<file path="src/rtl/alu_pkg.sv">
// Shared definitions for the sequential ALU: opcodes, flag bit positions
// inside the {C,Z,N,V} flag vector, and the control FSM state encoding.
package alu_pkg;

    typedef enum logic [4:0] {
        OP_ADD  = 5'h00,
        OP_ADC  = 5'h01,
        OP_SUB  = 5'h02,
        OP_SBB  = 5'h03,
        OP_NEG  = 5'h04,
        OP_INC  = 5'h05,
        OP_DEC  = 5'h06,
        OP_PASS = 5'h07,
        OP_AND  = 5'h08,
        OP_OR   = 5'h09,
        OP_XOR  = 5'h0A,
        OP_NOT  = 5'h0B,
        OP_ASH  = 5'h0C,
        OP_LSH  = 5'h0D,
        OP_ROT  = 5'h0E,
        OP_RCC  = 5'h0F,
        OP_MUL  = 5'h10,
        OP_DIV  = 5'h11
    } alu_op_e;

    // Bit positions inside flags = {C,Z,N,V}
    localparam int FLAG_C = 3;
    localparam int FLAG_Z = 2;
    localparam int FLAG_N = 1;
    localparam int FLAG_V = 0;

    typedef enum logic {
        IDLE = 1'b0,
        BUSY = 1'b1
    } state_e;

endpackage

</file>
<file path="src/rtl/alu_muldiv.sv">
// Iterative unsigned multiply (shift-add) and restoring divide.
// One iteration per step cycle; done is asserted during the final iteration
// so the parent can register the next-state values (res_lo/res_hi) directly.
// Both ops load hi=0, lo=a, operand=b, so the same registers serve both.
module alu_muldiv
    import alu_pkg::*;
#(
    parameter int DATA_WIDTH = 8
) (
    input  logic                  clk,
    input  logic                  reset,
    input  logic                  start,
    input  logic                  is_div,
    input  logic                  step,
    input  logic [DATA_WIDTH-1:0] a,
    input  logic [DATA_WIDTH-1:0] b,
    output logic                  done,
    output logic                  div_mode,
    output logic                  div_zero,
    output logic [DATA_WIDTH-1:0] res_lo,
    output logic [DATA_WIDTH-1:0] res_hi
);

    localparam int W  = DATA_WIDTH;
    localparam int CW = (W > 1) ? $clog2(W) : 1;
    localparam logic [CW-1:0] CNT_LOAD = CW'(W - 1);
    localparam logic [CW-1:0] CNT_ONE  = CW'(1);

    logic [CW-1:0] cnt;
    logic          is_div_q;
    logic [W-1:0]  hi_q;
    logic [W-1:0]  lo_q;
    logic [W-1:0]  opnd_q;
    logic [W:0]    sum;
    logic [W:0]    shifted;
    logic [W-1:0]  diff;
    logic [W-1:0]  nxt_hi;
    logic [W-1:0]  nxt_lo;

    // Iteration counter and op mode
    always_ff @(posedge clk or posedge reset) begin
        if (reset) begin
            cnt      <= '0;
            is_div_q <= 1'b0;
        end else if (start) begin
            cnt      <= CNT_LOAD;
            is_div_q <= is_div;
        end else if (step && (cnt != '0)) begin
            cnt <= cnt - CNT_ONE;
        end
    end

    // Working registers: load on start, advance one iteration per step
    always_ff @(posedge clk) begin
        if (start) begin
            hi_q   <= '0;
            lo_q   <= a;
            opnd_q <= b;
        end else if (step) begin
            hi_q <= nxt_hi;
            lo_q <= nxt_lo;
        end
    end

    // One iteration of shift-add multiply or restoring divide
    always_comb begin
        sum     = '0;
        shifted = '0;
        diff    = '0;
        nxt_hi  = hi_q;
        nxt_lo  = lo_q;
        if (is_div_q) begin
            // Remainder stays below the divisor, so a W-bit difference is exact
            // whenever the trial subtraction succeeds. A zero divisor always
            // succeeds, yielding all-ones quotient and remainder = dividend.
            shifted = {hi_q, lo_q[W-1]};
            diff    = shifted[W-1:0] - opnd_q;
            if (shifted >= {1'b0, opnd_q}) begin
                nxt_hi = diff;
                nxt_lo = {lo_q[W-2:0], 1'b1};
            end else begin
                nxt_hi = shifted[W-1:0];
                nxt_lo = {lo_q[W-2:0], 1'b0};
            end
        end else begin
            sum    = {1'b0, hi_q} + (lo_q[0] ? {1'b0, opnd_q} : {(W+1){1'b0}});
            nxt_hi = sum[W:1];
            nxt_lo = {sum[0], lo_q[W-1:1]};
        end
    end

    assign done     = step && (cnt == '0);
    assign div_mode = is_div_q;
    assign div_zero = (opnd_q == '0);
    assign res_lo   = nxt_lo;
    assign res_hi   = nxt_hi;

endmodule

</file>
<file path="src/rtl/alu_seq.sv">
// Parametrised sequential ALU: single-cycle arithmetic/logic/shift unit,
// registered {C,Z,N,V} flags, and an iterative MUL/DIV behind a valid/ready
// input handshake. Carry-in for ADC/SBB/RCC comes from the registered C flag.
module alu_seq
    import alu_pkg::*;
#(
    parameter int DATA_WIDTH = 8
) (
    input  logic                  clk,
    input  logic                  reset,
    input  logic                  in_valid,
    output logic                  in_ready,
    input  logic [4:0]            opcode,
    input  logic                  sel,
    input  logic [DATA_WIDTH-1:0] a,
    input  logic [DATA_WIDTH-1:0] b,
    output logic [DATA_WIDTH-1:0] y,
    output logic [DATA_WIDTH-1:0] y_hi,
    output logic                  out_valid,
    output logic [3:0]            flags
);

    localparam int W = DATA_WIDTH;
    localparam logic [W-1:0] ONE = {{(W-1){1'b0}}, 1'b1};

    state_e       state;
    state_e       state_nxt;
    logic         accept;
    logic         is_muldiv;
    logic         md_start;
    logic         md_step;
    logic         md_done;
    logic         md_div;
    logic         md_dz;
    logic [W-1:0] md_lo;
    logic [W-1:0] md_hi;
    logic [W-1:0] x;
    logic         c_in;
    logic [W:0]   wide;
    logic [W-1:0] alu_y;
    logic         alu_c;
    logic         alu_v;
    logic         alu_zn_upd;

    function automatic logic add_ovf(input logic [W-1:0] p, input logic [W-1:0] q,
                                     input logic [W-1:0] r);
        return (p[W-1] == q[W-1]) && (r[W-1] != p[W-1]);
    endfunction

    function automatic logic sub_ovf(input logic [W-1:0] p, input logic [W-1:0] q,
                                     input logic [W-1:0] r);
        return (p[W-1] != q[W-1]) && (r[W-1] != p[W-1]);
    endfunction

    assign accept    = in_valid && in_ready;
    assign is_muldiv = (opcode == OP_MUL) || (opcode == OP_DIV);
    assign md_start  = accept && is_muldiv;
    assign x         = sel ? a : b;
    assign c_in      = flags[FLAG_C];

    alu_muldiv #(.DATA_WIDTH(DATA_WIDTH)) u_muldiv (
        .clk      (clk),
        .reset    (reset),
        .start    (md_start),
        .is_div   (opcode == OP_DIV),
        .step     (md_step),
        .a        (a),
        .b        (b),
        .done     (md_done),
        .div_mode (md_div),
        .div_zero (md_dz),
        .res_lo   (md_lo),
        .res_hi   (md_hi)
    );

    // FSM state register
    always_ff @(posedge clk or posedge reset) begin
        if (reset) state <= IDLE;
        else       state <= state_nxt;
    end

    // FSM next state: enter BUSY on MUL/DIV accept, leave on final iteration
    always_comb begin
        state_nxt = state;
        case (state)
            IDLE:    if (md_start) state_nxt = BUSY;
            BUSY:    if (md_done)  state_nxt = IDLE;
            default: state_nxt = IDLE;
        endcase
    end

    // FSM outputs
    always_comb begin
        in_ready = (state == IDLE);
        md_step  = (state == BUSY);
    end

    // Single-cycle unit; C and V default to their registered values
    always_comb begin
        wide       = '0;
        alu_y      = '0;
        alu_c      = c_in;
        alu_v      = flags[FLAG_V];
        alu_zn_upd = 1'b1;
        case (opcode)
            OP_ADD: begin
                wide  = {1'b0, a} + {1'b0, b};
                alu_y = wide[W-1:0];
                alu_c = wide[W];
                alu_v = add_ovf(a, b, alu_y);
            end
            OP_ADC: begin
                wide  = {1'b0, a} + {1'b0, b} + {{W{1'b0}}, c_in};
                alu_y = wide[W-1:0];
                alu_c = wide[W];
                alu_v = add_ovf(a, b, alu_y);
            end
            OP_SUB: begin
                wide  = {1'b0, a} - {1'b0, b};
                alu_y = wide[W-1:0];
                alu_c = wide[W];
                alu_v = sub_ovf(a, b, alu_y);
            end
            OP_SBB: begin
                wide  = {1'b0, a} - {1'b0, b} - {{W{1'b0}}, c_in};
                alu_y = wide[W-1:0];
                alu_c = wide[W];
                alu_v = sub_ovf(a, b, alu_y);
            end
            OP_NEG: begin
                wide  = {(W+1){1'b0}} - {1'b0, x};
                alu_y = wide[W-1:0];
                alu_c = wide[W];
                alu_v = sub_ovf({W{1'b0}}, x, alu_y);
            end
            OP_INC: begin
                wide  = {1'b0, x} + {1'b0, ONE};
                alu_y = wide[W-1:0];
                alu_c = wide[W];
                alu_v = add_ovf(x, ONE, alu_y);
            end
            OP_DEC: begin
                wide  = {1'b0, x} - {1'b0, ONE};
                alu_y = wide[W-1:0];
                alu_c = wide[W];
                alu_v = sub_ovf(x, ONE, alu_y);
            end
            OP_PASS: alu_y = x;
            OP_AND:  alu_y = a & b;
            OP_OR:   alu_y = a | b;
            OP_XOR:  alu_y = a ^ b;
            OP_NOT:  alu_y = ~x;
            OP_ASH: begin
                alu_y = sel ? {a[W-2:0], 1'b0} : {a[W-1], a[W-1:1]};
                alu_c = sel ? a[W-1] : a[0];
            end
            OP_LSH: begin
                alu_y = sel ? {a[W-2:0], 1'b0} : {1'b0, a[W-1:1]};
                alu_c = sel ? a[W-1] : a[0];
            end
            OP_ROT: begin
                alu_y = sel ? {a[W-2:0], a[W-1]} : {a[0], a[W-1:1]};
                alu_c = sel ? a[W-1] : a[0];
            end
            OP_RCC: begin
                alu_y = sel ? {a[W-2:0], c_in} : {c_in, a[W-1:1]};
                alu_c = sel ? a[W-1] : a[0];
            end
            default: alu_zn_upd = 1'b0;
        endcase
    end

    // Result and flag registers: single-cycle ops on accept, MUL/DIV on final iteration
    always_ff @(posedge clk or posedge reset) begin
        if (reset) begin
            y         <= '0;
            y_hi      <= '0;
            flags     <= '0;
            out_valid <= 1'b0;
        end else begin
            out_valid <= 1'b0;
            if (accept && !is_muldiv) begin
                y             <= alu_y;
                y_hi          <= '0;
                flags[FLAG_C] <= alu_c;
                flags[FLAG_V] <= alu_v;
                if (alu_zn_upd) begin
                    flags[FLAG_Z] <= ~|alu_y;
                    flags[FLAG_N] <= alu_y[W-1];
                end
                out_valid <= 1'b1;
            end else if (md_done) begin
                y             <= md_lo;
                y_hi          <= md_hi;
                flags[FLAG_Z] <= ~|md_lo;
                flags[FLAG_N] <= md_lo[W-1];
                flags[FLAG_V] <= md_div ? md_dz : |md_hi;
                out_valid     <= 1'b1;
            end
        end
    end

endmodule

</file>
<file path="config.mk">
export PLATFORM = sky130hd
export DESIGN_NAME = alu_seq
export DESIGN_NICKNAME = d
export VERILOG_FILES = /design/src/rtl/alu_pkg.sv /design/src/rtl/alu_muldiv.sv /design/src/rtl/alu_seq.sv
export SDC_FILE = /design/constraint.sdc
export NUM_CORES = 1
export LEC_CHECK = 0
export CORE_MARGIN = 3
export CORE_UTILIZATION = 45
export DETAILED_ROUTE_END_ITERATION = 12
export HOLD_SLACK_MARGIN = 0.06
export PLACE_DENSITY = 0.69
export SLEW_MARGIN = 0
export SYNTH_ARGS = -nofsm -noshare
export SYNTH_HDL_FRONTEND = slang
export SYNTH_SLANG_ARGS = --single-unit
</file>
<file path="constraint.sdc">
create_clock -name clk -period 3.26 [get_ports clk]
set_input_delay 0.489 -clock clk [delete_from_list [all_inputs] [get_ports clk]]
set_output_delay 0.489 -clock clk [all_outputs]
set_load 0.05 [all_outputs]
</file>
==> results of run 1 <==
==> registers in the layout (all words and copies together) (netlist names) <==
signal             flops
u_muldiv.div_mode      1
out_valid              1
u_muldiv.lo_q          8
y                      8
u_muldiv.cnt           3
y_hi                   8
md_step                1
u_muldiv.hi_q          8
flags                  4
u_muldiv.opnd_q        8
==> logic make-up (layout without fill, tap and decap cells) <==
group,after synthesis,count (layout),synth area share (%)
mux,31,31,5.87
buf+inv,79,287,5.47
simple gates,257,257,22.5
compound gates,200,200,24.5
flops,50,50,22.0
fa+ha+maj,53,53,11.8
xor+xnor,48,48,7.77
==> how the worst max path moves through the flow <==
stage	from	end	slack [ns]	depth (start not counted)
4_1_cts	a[0]	flags[2]$_DFFE_PP0P_	0.004	13
3_5_place_dp	a[0]	flags[2]$_DFFE_PP0P_	-0.58	13
5_1_grt	b[3]	flags[2]$_DFFE_PP0P_	0.001	13
6_report	b[5]	flags[2]$_DFFE_PP0P_	0.09	11
3_3_place_gp	a[0]	flags[2]$_DFFE_PP0P_	-0.45	13
2_1_floorplan	a[2]	flags[2]$_DFFE_PP0P_	0.22	12
==> synth_stat cells (all sizes together), types with 10 or more instances <==
cell / count / area [um2]
mux2i: 30 / 333
xnor2: 36 / 323
edfxtp: 16 / 480
nor2b: 12 / 75.1
o21ai: 51 / 259
a211oi: 15 / 123
and2: 12 / 75.1
nor3: 26 / 135
ha: 49 / 613
buf: 11 / 65.1
xor2: 10 / 87.6
a22o: 12 / 105
dfrtp: 26 / 651
o211ai: 10 / 80.1
nand2: 55 / 206
inv: 52 / 195
clkbuf: 16 / 60.1
nand3: 19 / 95.1
nor2: 65 / 244
a21oi: 26 / 134
==> cells in the final DEF, fill, tap and decap left out, types with 6 or more instances in the layout <==
cell and n:
o21ai_0 45, or3_1 7, and2_1 10, xor2_1 9, inv_1 48, nand4_1 9
o21a_1 6, dfrtp_1 26, dfxtp_1 8, clkdlybuf4s50_1 37, nand2_1 55, a21oi_1 25
nor4_1 8, xnor2_1 32, a211oi_1 12, mux2i_1 26, ha_1 40, nor3_1 22
dlymetal6s2s_1 9, nand2b_1 8, edfxtp_1 16, nor2b_1 11, a22o_1 12, a221o_1 6
o22ai_1 7, buf_4 178, o211ai_1 9, nand3_1 19, nor2_1 63, clkbuf_16 6
nor3b_1 7
==> what timing repair did <==
action / CTS / global route
hold buffers: 0 / 0
gates resized for setup: 17 / 43
pin swaps: 4 / 19
endpoints found under the setup margin: 7 / 8
setup buffers: 0 / 2
hold endpoints to repair: 0 / 0
==> worst max-delay path, cell delays in order <==
cell and delay, ns:
clkdlybuf4s50_1 0.47, inv_1 0.07, ha_4 0.25, and3b_1 0.19
a2111oi_4 0.35, o211ai_2 0.18, or4b_4 0.57, xnor2_2 0.15
a221oi_2 0.32, and4b_1 0.25, a21o_1 0.11
==> per-stage QoR <==
stage	total power, mW	utilization (%)	area, um2	setup slack, ns
floorplan	2.91	-	5860	0.218
global placement	3.98	61.3	7770	-0.453
detailed placement	4.05	61.3	7770	-0.579
CTS	4.64	63.3	8020	0.00411
global route	5.00	64.9	8220	0.00131
finish	4.72	64.9	8220	0.0916
==> layout make-up <==
class | count | share of cell area, %
clock buffers | 6 | 1.83
clock inverters | 2 | 0.122
inverters | 52 | 2.38
multi-input cells | 589 | 54.7
flip-flops and latches | 50 | 15.7
well taps | 172 | 2.62
repair buffers | 227 | 22.7
==> routing by layer <==
layer,global-route usage (%),routed length (um),up-vias
met5,0,0,-
met4,11.0,950,0
met3,3.39,1300,60
met2,53.8,10700,268
met1,37.6,9040,3149
li1,-,-,3080
==> power by group through the flow <==
stage	logic, mW	clock network (mW)	registers, mW
6_report	3.08	0.561	1.07
5_1_grt	3.31	0.590	1.10
4_1_cts	3.00	0.565	1.07
3_5_place_dp	2.96	0	1.08
3_3_place_gp	2.91	0	1.07
2_1_floorplan	1.57	0	1.34
==> flow_summary.toml, run 1 <==
[drt]
wl_mm = 22.0
drt-vias-per-instance = 5.97
drtIter0Drc = 585
vias = 6557
drt.antenna.violating_nets = 0
first_pass_iters = 5
wl_per_cell_um = 20.0
drc_errors = 0

[clocking]
clk_latency_ns = 0.30
cts_buffer_depth = 2
htree_levels = 2
cts_root_buffer = "clkbuf_16"
cts_buffers = 5
path_clk_slew_ns = 0.06
tritoncts = "done"
cts.sinks = 50

[critical_path]
required_ns = 3.50
path_max_fanout = 7
start_kind = "input port"
crit_arrival_ns = 3.40
end_kind = "flop"
path_class = "in -> reg"
reg2reg_from = "u_muldiv.opnd_q[6]$_DFFE_PP_"
r2r_cells = 11
r2r_setup_slack_ns = 0.20
r2r_end = "flags[0]$_DFFE_PP0P_"

[sta]
holdWs_ns = 0.485
fin_crit_sh_pct = 97.2
rsz0062_at_grt = "no"
final.setup.tns_ns = 0
relSlewSlack_pct = 33.4
drv_slew = 0
max_freq_mhz = 316
setup_viol = 0
finalHoldViolations = 0
worst_clock_skew_ns = 0.00711
worst_slew_pin_slew_ns = 0.998
period_needed_ns = 3.17

[grt]
grt_usage_pct = 30.2
grt_pass1_vias = 6508
grt_max_degree = 27
grt_pass1_wl_mm = 34.6
gr-total-overflow = 0
antenna_found_initial = 0

[logic_synthesis]
synth_cell_type_count = 86
avgSynthCellArea_um2 = 8.16
ys.flop_type = "dfrtp_1"
seq_area_frac_synth_pct = 22.0
synth_edf_count = 16
ys_async_sr_fraction_pct = 52.0
ys_seq_elements = 50
synth_nets = 796
yosys_warnings = 0
netlist_area_um2 = 5860
syn_inst = 718

[run_status]
status = "finished clean"

[placed_design]
dp.cells = 1088
hpwl_mm = 18.1
gp_congestion = 0.996
io_buffers = 46

[min_path]
hold_start = "y_hi[5]$_DFFE_PP0P_"
whs_path_depth = 2
hp-class = "reg -> reg"
holdPathEnd = "y_hi[5]$_DFFE_PP0P_"

[pwr]
clkPwrFrac_pct = 11.9
p_int_mw = 2.51
p_switching_mw = 2.20
p_comb_share_pct = 65.3
pwr-share-seq_pct = 22.8
max-vdd-ir-drop_mv = 0.277
p_leak_nw = 3.67
switching_share_pct = 46.8
powerDensity_nw_per_um2 = 574

[floorplanning]
pin_count = 47
die_x_um = 120
initial_core_util_pct = 46.3
die_area_um2 = 14400
core-area_um2 = 12700
die_height_um = 120
rows = 41

[finish]
multiInputGateArea_um2 = 4490
fin_cells = 1098
regArea_um2 = 1290
drive_above_1_share_pct = 26.3
finalNetCount = 1003
fill_cells = 1095
num_antenna_cells = 0
areaGrowthSynthToFinish_pct = 40.2

[run]
maxCapViolations = 0
Power figures use the tool's default switching activity.
==> inputs of run 2 (changes only) <==
--- a/config.mk
+++ b/config.mk
@@ -8,8 +8,9 @@
 export CORE_MARGIN = 3
 export CORE_UTILIZATION = 45
 export DETAILED_ROUTE_END_ITERATION = 12
+export DONT_BUFFER_PORTS = 1
 export HOLD_SLACK_MARGIN = 0.06
-export PLACE_DENSITY = 0.69
+export PLACE_DENSITY = 0.65
 export SLEW_MARGIN = 0
 export SYNTH_ARGS = -nofsm -noshare
 export SYNTH_HDL_FRONTEND = slang
==> run 2 against run 1 <==
Clock power increased by 5.3%. Largest power group unchanged. Maximum frequency increased by 7.4%. Sequential share of layout area rose by 4.4 points. First-iteration DRC count down 13%. Via count fell by 11%. Critical path depth shrank 1.
==> flow_summary.toml, run 2 (synthesized netlist as in run 1, its figures left out) <==
[run_status]
status = "finished clean"

[critical_path]
crit_slowest_cell = "or3b_2"
r2r_setup_slack_ns = 0.31
critPathTopFamily = "compound AO/OA/AOI/OAI gates"
reg2reg_from = "u_muldiv.opnd_q[0]$_DFFE_PP_"
end_kind = "flop"
start_kind = "flop"
slowest_delay_ns = 0.46
r2r_cells = 10
path_cells = "ha_1, fa_1, nor2b_1, o21ai_0, a21boi_0, o21a_1, nor3_1, or3b_2, a31oi_1, a22o_1"
r2r_end = "u_muldiv.hi_q[6]$_SDFFE_PP0P_"
crit_arrival_ns = 3.20
worst-path-buf-inv = 0
path_class = "reg -> reg"
required_ns = 3.51
path_max_fanout = 3

[floorplanning]
die_x_um = 120
rows = 41
core-area_um2 = 12700
die_area_um2 = 14400
initial_core_util_pct = 46.3
die_height_um = 120
pin_count = 47

[drt]
vias = 5846
wl_mm = 20.8
drc_errors = 0
wl_per_cell_um = 22.8
drt.antenna.violating_nets = 0
drtIter0Drc = 510
drt-vias-per-instance = 6.42
first_pass_iters = 5

[finish]
final_cell_mix = "nor2_1 (65), nand2_1 (55), inv_1 (51)"
layout_commonest_cell = "nor2_1"
drive_above_1_share_pct = 9.47
finalNetCount = 816
areaGrowthSynthToFinish_pct = 9.46
fin_cells = 911
num_antenna_cells = 0
fin_util_pct = 50.6
fin_area_um2 = 6410

[run]
maxCapViolations = 0

[sta]
fin_ws_ns = 0.309
max_freq_mhz = 339
period_needed_ns = 2.95
worst_slew_pin_slew_ns = 0.989
worst_clock_skew_ns = 0.00906
fin_crit_sh_pct = 90.5
setup_viol = 0
final.setup.tns_ns = 0
rsz0062_at_grt = "no"
finalHoldViolations = 0
relSlewSlack_pct = 34.0
drv_slew = 0
holdWs_ns = 0.273

[clocking]
cts_hold_buffers = 0
path_clk_slew_ns = 0.08
cts_root_buffer = "clkbuf_16"
htree_levels = 2
cts_buffer_depth = 2
cts_setup_buffers = 0
clk_latency_ns = 0.31
tritoncts = "done"
ctsResizeCount = 0
cts_buffers = 5
cts.sinks = 50

[placed_design]
hpwl_mm = 16.5
dp.cells = 903
io_buffers = 0
post_dp_cell_area_um2 = 6250
gp_congestion = 0.994
place_ws_ns = 0.100

[grt]
antenna_found_initial = 0
gr-total-overflow = 0
grt_max_degree = 29
grt_usage_pct = 28.9
grt_pass1_vias = 5687
grt_pass1_wl_mm = 32.4

[min_path]
hp-class = "in -> reg"
whs_path_depth = 0
holdPathEnd = "u_muldiv.opnd_q[5]$_DFFE_PP_"
hold_start = "b[5]"

[pwr]
powerDensity_nw_per_um2 = 647
power_mw = 4.15
p_leak_nw = 2.67
max-vdd-ir-drop_mv = 0.297
==> run 2: cell types whose count changed in the layout (fill, tap and decap cells not counted), sizes merged <==
cell | before | now
dlymetal6s2s | 9 | 0
inv | 52 | 53
buf | 181 | 40
clkinv | 2 | 1
clkdlybuf4s50 | 37 | 0
==> run 2: worst max path at each step <==
| stage | to | slack (ns) | cells past startpoint | start |
|---|---|---|---|---|
| floorplan | flags[2]$_DFFE_PP0P_ | 0.22 | 12 | a[2] |
| CTS | u_muldiv.hi_q[6]$_SDFFE_PP0P_ | 0.35 | 10 | u_muldiv.opnd_q[0]$_DFFE_PP_ |
| detailed placement | flags[2]$_DFFE_PP0P_ | 0.10 | 11 | a[0] |
| global placement | flags[2]$_DFFE_PP0P_ | 0.11 | 10 | a[0] |
| global route | flags[0]$_DFFE_PP0P_ | 0.09 | 11 | u_muldiv.lo_q[0]$_DFFE_PP_ |
| finish | u_muldiv.hi_q[6]$_SDFFE_PP0P_ | 0.31 | 10 | u_muldiv.opnd_q[0]$_DFFE_PP_ |
==> run 2: power by group <==
part / leakage (nW) / total (mW) / internal (mW) / switching [mW]
Clock: 0.0824 / 0.591 / 0.333 / 0.257
Combinational: 2.04 / 2.17 / 0.876 / 1.30
Sequential: 0.547 / 1.38 / 0.881 / 0.504
Total: 2.67 / 4.15 / 2.09 / 2.06
==> run 2: area by class of cell <==
cell class	count	area [um2]
fill	1247	6260
multi-input combinational	589	4250
sequential	50	1290
timing repair buffer	40	300
tap	172	215
inverter	52	195
clock buffer	6	150
clock inverter	2	13.8
==> run 2: per-layer routing <==
layer,vias to the layer above,track usage (%),share of wire (%)
met4,0,11.3,3.7
met5,-,0,0
met3,48,5.66,8.3
li1,2704,-,-
met1,2835,38.4,42
met2,259,46.4,46
